**src/rtl/skid_buffer_pkg.sv**
```systemverilog
// Shared definitions for the skid_buffer stage.
//   COUNT_W : width of the occupancy count / state register
//   state_e : occupancy state encoding; the unused code 2'd3 recovers to EMPTY
package skid_buffer_pkg;

    localparam int COUNT_W = 2;

    typedef enum logic [COUNT_W-1:0] {
        ST_EMPTY = 2'd0,
        ST_BUSY  = 2'd1,
        ST_FULL  = 2'd2
    } state_e;

endpackage

```
**src/rtl/dff_en.sv**
```systemverilog
// Flop library cell: WIDTH-bit enable flop, synchronous active-low reset to 0.
//   clk   : rising-edge clock
//   rst_n : synchronous reset, active-low (overrides en)
//   en    : load d when high, otherwise hold
//   d / q : next / current value
module dff_en #(
    parameter int WIDTH = 1
) (
    input  logic             clk,
    input  logic             rst_n,
    input  logic             en,
    input  logic [WIDTH-1:0] d,
    output logic [WIDTH-1:0] q
);

    always_ff @(posedge clk) begin
        if (!rst_n) begin
            q <= '0;
        end else if (en) begin
            q <= d;
        end
    end

endmodule

```
**src/rtl/dff_en_rstval.sv**
```systemverilog
// Flop library cell: WIDTH-bit enable flop, synchronous active-low reset to RSTVAL.
//   clk   : rising-edge clock
//   rst_n : synchronous reset, active-low (overrides en)
//   en    : load d when high, otherwise hold
//   d / q : next / current value
module dff_en_rstval #(
    parameter int                WIDTH  = 1,
    parameter logic [WIDTH-1:0]  RSTVAL = '0
) (
    input  logic             clk,
    input  logic             rst_n,
    input  logic             en,
    input  logic [WIDTH-1:0] d,
    output logic [WIDTH-1:0] q
);

    always_ff @(posedge clk) begin
        if (!rst_n) begin
            q <= RSTVAL;
        end else if (en) begin
            q <= d;
        end
    end

endmodule

```
**src/rtl/dff_rstval.sv**
```systemverilog
// Flop library cell: WIDTH-bit register, synchronous active-low reset to RSTVAL.
//   clk   : rising-edge clock
//   rst_n : synchronous reset, active-low
//   d / q : next / current value
module dff_rstval #(
    parameter int                WIDTH  = 1,
    parameter logic [WIDTH-1:0]  RSTVAL = '0
) (
    input  logic             clk,
    input  logic             rst_n,
    input  logic [WIDTH-1:0] d,
    output logic [WIDTH-1:0] q
);

    always_ff @(posedge clk) begin
        if (!rst_n) begin
            q <= RSTVAL;
        end else begin
            q <= d;
        end
    end

endmodule

```
**src/rtl/skid_buffer.sv**
```systemverilog
// Two-entry valid/ready skid buffer. Registers data/valid towards the
// downstream side and absorbs one extra beat when downstream stalls, so
// s_ready depends only on local state (no combinational ready chain).
//   clk, rst_n        : clock, synchronous active-low reset
//   s_valid/s_ready/s_data : upstream handshake and data
//   m_valid/m_ready/m_data : downstream handshake and data
//   count             : occupancy 0..2
module skid_buffer
    import skid_buffer_pkg::*;
#(
    parameter int                WIDTH  = 8,
    parameter logic [WIDTH-1:0]  RSTVAL = '0
) (
    input  logic               clk,
    input  logic               rst_n,
    input  logic               s_valid,
    output logic               s_ready,
    input  logic [WIDTH-1:0]   s_data,
    output logic               m_valid,
    input  logic               m_ready,
    output logic [WIDTH-1:0]   m_data,
    output logic [COUNT_W-1:0] count
);

    logic [COUNT_W-1:0] state_raw;
    state_e             state_q;
    state_e             state_d;
    logic [WIDTH-1:0]   main_q;
    logic [WIDTH-1:0]   main_d;
    logic               main_en;
    logic [WIDTH-1:0]   skid_q;
    logic [WIDTH-1:0]   skid_d;
    logic               skid_en;
    logic               acc_in;
    logic               acc_out;

    assign state_q = state_e'(state_raw);

    // Outputs come from registered state only.
    assign s_ready = (state_q != ST_FULL);
    assign m_valid = (state_q != ST_EMPTY);
    assign m_data  = main_q;

    assign acc_in  = s_valid & s_ready;
    assign acc_out = m_valid & m_ready;

    // The skid register only ever captures the incoming beat.
    assign skid_d  = s_data;

    always_comb begin
        state_d = state_q;
        main_d  = s_data;
        main_en = 1'b0;
        skid_en = 1'b0;
        count   = 2'd0;
        case (state_q)
            ST_EMPTY: begin
                count = 2'd0;
                if (acc_in) begin
                    state_d = ST_BUSY;
                    main_en = 1'b1;
                end
            end
            ST_BUSY: begin
                count = 2'd1;
                if (acc_in && acc_out) begin
                    main_en = 1'b1;
                end else if (acc_in) begin
                    state_d = ST_FULL;
                    skid_en = 1'b1;
                end else if (acc_out) begin
                    state_d = ST_EMPTY;
                end
            end
            ST_FULL: begin
                count = 2'd2;
                // Skid beat moves up behind the departing main beat.
                if (acc_out) begin
                    state_d = ST_BUSY;
                    main_d  = skid_q;
                    main_en = 1'b1;
                end
            end
            default: begin
                state_d = ST_EMPTY;
            end
        endcase
    end

    // Register stage: state, main (output) and skid storage.
    dff_rstval #(
        .WIDTH  (COUNT_W),
        .RSTVAL (ST_EMPTY)
    ) u_state (
        .clk   (clk),
        .rst_n (rst_n),
        .d     (state_d),
        .q     (state_raw)
    );

    dff_en_rstval #(
        .WIDTH  (WIDTH),
        .RSTVAL (RSTVAL)
    ) u_main (
        .clk   (clk),
        .rst_n (rst_n),
        .en    (main_en),
        .d     (main_d),
        .q     (main_q)
    );

    dff_en #(
        .WIDTH (WIDTH)
    ) u_skid (
        .clk   (clk),
        .rst_n (rst_n),
        .en    (skid_en),
        .d     (skid_d),
        .q     (skid_q)
    );

endmodule

```
**config.mk**
```make
export PLATFORM = sky130hd
export DESIGN_NAME = skid_buffer
export DESIGN_NICKNAME = d
export VERILOG_FILES = /design/src/rtl/skid_buffer_pkg.sv /design/src/rtl/dff_en.sv /design/src/rtl/dff_en_rstval.sv /design/src/rtl/dff_rstval.sv /design/src/rtl/skid_buffer.sv
export SDC_FILE = /design/constraint.sdc
export NUM_CORES = 1
export LEC_CHECK = 0
export BUFFER_PORTS_ARGS = -buffer_cell sky130_fd_sc_hd__clkbuf_2
export CAP_MARGIN = 20
export CORE_UTILIZATION = 52
export CTS_CLUSTER_DIAMETER = 120
export DETAILED_ROUTE_END_ITERATION = 6
export PLACE_DENSITY_LB_ADDON = 0.25
export SKIP_LAST_GASP = 1
export SLEW_MARGIN = 0
export SYNTH_ARGS = -nofsm -noshare
export SYNTH_HDL_FRONTEND = slang
export SYNTH_SLANG_ARGS = --single-unit
```
**constraint.sdc**
```tcl
create_clock -name clk -period 2.18 [get_ports clk]
set_input_delay 0.218 -clock clk [delete_from_list [all_inputs] [get_ports clk]]
set_output_delay 0.218 -clock clk [all_outputs]
set_load 0.005 [all_outputs]
```
==> results.md <==
* Highest net fanout along the worst path at 9
* Vertical die dimension at 41.6 um
* Int Pwr at roughly 470 uW
* Final worst-path setup slack at 0.595 ns
* Layout cell share with drive strength beyond 1 at 32.0%
* Number of antenna violations at the first check in global routing at 0
* Share of power burned in registers at around 58%
* Maximum clock insertion buffer count at 2
* Number of design-rule violations left by the first detailed-router iteration at 6
* Max frequency at 631 MHz
* Number of enable-type register cells in the synthesized netlist at 0
* Port Buffers at 23
* Total Routing Usage GR at 19.6%
* Classification of the worst-slack hold path: primary input to flip-flop
* Peak ir drop on the vdd network at 0.491 mV
* Switch share at roughly a quarter
* Final core occ at between 60 and 70%
* Unrepaired setup endpoints after global routing: no
* CP required at 2.35 ns
* Synthesis-stage register bit count at 18
* Shortest clock period the worst path allows after layout at 1.59 ns
* Startpoint Class: flip-flop
* Die footprint at 1730 um2
* Power per cell area at 657 nW/um2
* Post-DP HPWL at ~1100 um
* Top cells by count, synth: dfxtp_1 (18), nor2_1 (17), mux2i_1 (16)
* CTS tree: built
* Via count of the first global-routing pass at around 600
* Final antenna-violating net count at 0
* Max-slew violation total from the final report at 0
* Row count at 13
* Inst Count DP at 115
* Initial Util at 59.1%
* Area growth from synthesis to layout at 16.8%
* Maximum level of the CTS H-tree at 1
* Category of the most critical setup path: flip-flop to flip-flop
* Max-slew headroom at slightly above 60%
* Vias at 669
* Number of remaining DRC errors at 0
* Synth cell types at 23
* # diodes at 0
* Master cell of the clock root buffer: clkbuf_4
* Clock latency on the worst-skew pair at ~0.28 ns
* Drt via density at 5.67
* First drt pass iteration count at 3
* Sequential area share after synthesis at 44.1%
* Critical path endpoint category: flip-flop
* Cell-by-cell listing of the critical path: nor4bb_2 -> buf_4 -> mux2i_1 -> nor2_1
* Number of instances in the synthesized netlist at 81
* Skew final at just under 0.004 ns
* Data arrival at the endpoint of the critical path at 1.75 ns
* Post-Route Setup TNS at 0 ns
* Cell type with the highest aggregate area in the netlist: dfxtp_1
* Ys async rst share at 0%
* Post-layout power at ~630 uW
* Avg WL per Cell at 13.1 um
* Post-synthesis net count at between 90 and 100
* Count leader, synth: dfxtp_1
* Syn avg cell area at 10.1 um2
* Area post-placement at 932 um2
* Number of gates resized after CTS at 0
* Non-filler cells, final at 118
* Horizontal die dimension at 41.6 um
* Wire length of the first global-routing pass at 2600 um
* YS warnings at 0
* Final setup violation count at 0
* Pre-CTS setup slack at 0.603 ns
* Proportion of power drawn by combinational gates at 17.4%
* Worst hold slack at 0.190 ns
* Share of the synthesized area in the top cell type at 44.1%
* Pin count of the biggest net entering global routing at 19
* Leakage at 0.458 nW
* Part of the power in the clock network at 24.9%
* Largest stage delay on the critical path at 0.58 ns
* Total Nets Final at 117
* Final Cycle Share at 72.7%
* Post-CTS clock slew at the launch and capture registers of the worst setup and hold paths at 0.09 ns
* Net switching power figure at 159 uW
* Boundary Pins at 24
* Core region area at 1380 um2
* Post-synthesis instance area at a little over 800 um2
* Sink count of the clock tree at 18
* Number of hold-slack violations in the final timing report at 0
* Buffers inserted during post-CTS setup optimization at 0
* Slew @ Worst Pin at 0.562 ns
* Total clock buffers created by CTS at 3
* Leading register cell type out of synthesis: dfxtp_1
* Status: complete, no violations
* Detailed Route WL at 1540 um
* Final instance area at approximately 950 um2
* Hold-fix buffers at CTS at 0
* Total congestion overflow at 0
* Maximum capacitance violations at 0
* Largest cells by area after synthesis: dfxtp_1 (44%), mux2i_1 (20%), nor2_1 (7.8%), a221oi_1 (7.5%), a21o_4 (1.8%)
* CP max stage cell: nor4bb_2
* Weighted congestion at the end of routability-driven global placement at about 0.77
sequential cells by signal, summed over array words and instances (netlist names):
signal,count
u_skid.q,8
u_state.q,2
u_main.q,8
power groups by stage:
stage / Clock, mW / Sequential (mW) / Combinational (mW)
2_1_floorplan: 0 / 0.369 / 0.0671
3_3_place_gp: 0 / 0.369 / 0.108
3_5_place_dp: 0 / 0.370 / 0.110
4_1_cts: 0.161 / 0.362 / 0.110
5_1_grt: 0.179 / 0.365 / 0.120
6_report: 0.156 / 0.362 / 0.109
kinds of logic after synthesis:
group | count (synthesis) | share of synthesized area [%]
compound gates | 12 | 13.6
buf+inv | 8 | 5.36
flops | 18 | 44.1
mux | 17 | 21.4
simple gates | 26 | 15.5
critical path, delay by kind of cell, from the launching register on:
kind | cells | cell delay [ns]
muxes | 1 | 0.19
buffers and inverters | 1 | 0.26
and+or+nand+nor | 2 | 0.63
DFF | 1 | 0.39
cell type report:
type,count,area [um2]
Fill cell,114,428
Clock buffer,3,22.5
Sequential cell,18,360
Inverter,3,11.3
Multi-Input combinational cell,55,419
Tap cell,15,18.8
Timing Repair Buffer,24,123
cell usage in the layout, fill, tap and decap left out:
cell type,Yosys,layout
clkbuf_2,0,23
dfxtp_1,18,18
nor2_1,17,17
mux2i_1,16,16
a221oi_1,7,7
clkbuf_4,0,3
inv_1,2,2
nand3b_1,2,2
nand2_1,2,2
nor2b_1,1,1
or2_2,1,1
clkinv_1,1,1
nor4bb_2,0,1
mux2_4,1,1
and3b_1,1,1
a21o_4,1,1
a221oi_2,1,1
a211oi_1,1,1
or3b_2,1,1
a21o_1,1,1
a21oi_1,1,1
buf_4,1,1
layer usage:
layer	part of all wire [%]	vias to the layer above	wire [um]	GRT usage, %
met5	0	-	0	0
met1	46	316	713	23.1
met3	3.2	2	50	4.35
met4	0.71	0	11	8.39
li1	-	337	-	-
met2	50	14	768	33.8
path summary, 6_finish.rpt:
kind	startpoint	endpoint	slack, ns	cells after the start
worst min register to register	u_skid.q[0]	u_skid.q[0]	0.50	2
worst min-delay path	s_data[4]	u_skid.q[4]	0.19	3
worst max-delay path	u_state.q[1]	u_skid.q[2]	0.59	4
worst max register to register	u_state.q[1]	u_skid.q[2]	0.59	4
Power figures use the tool's default switching activity.
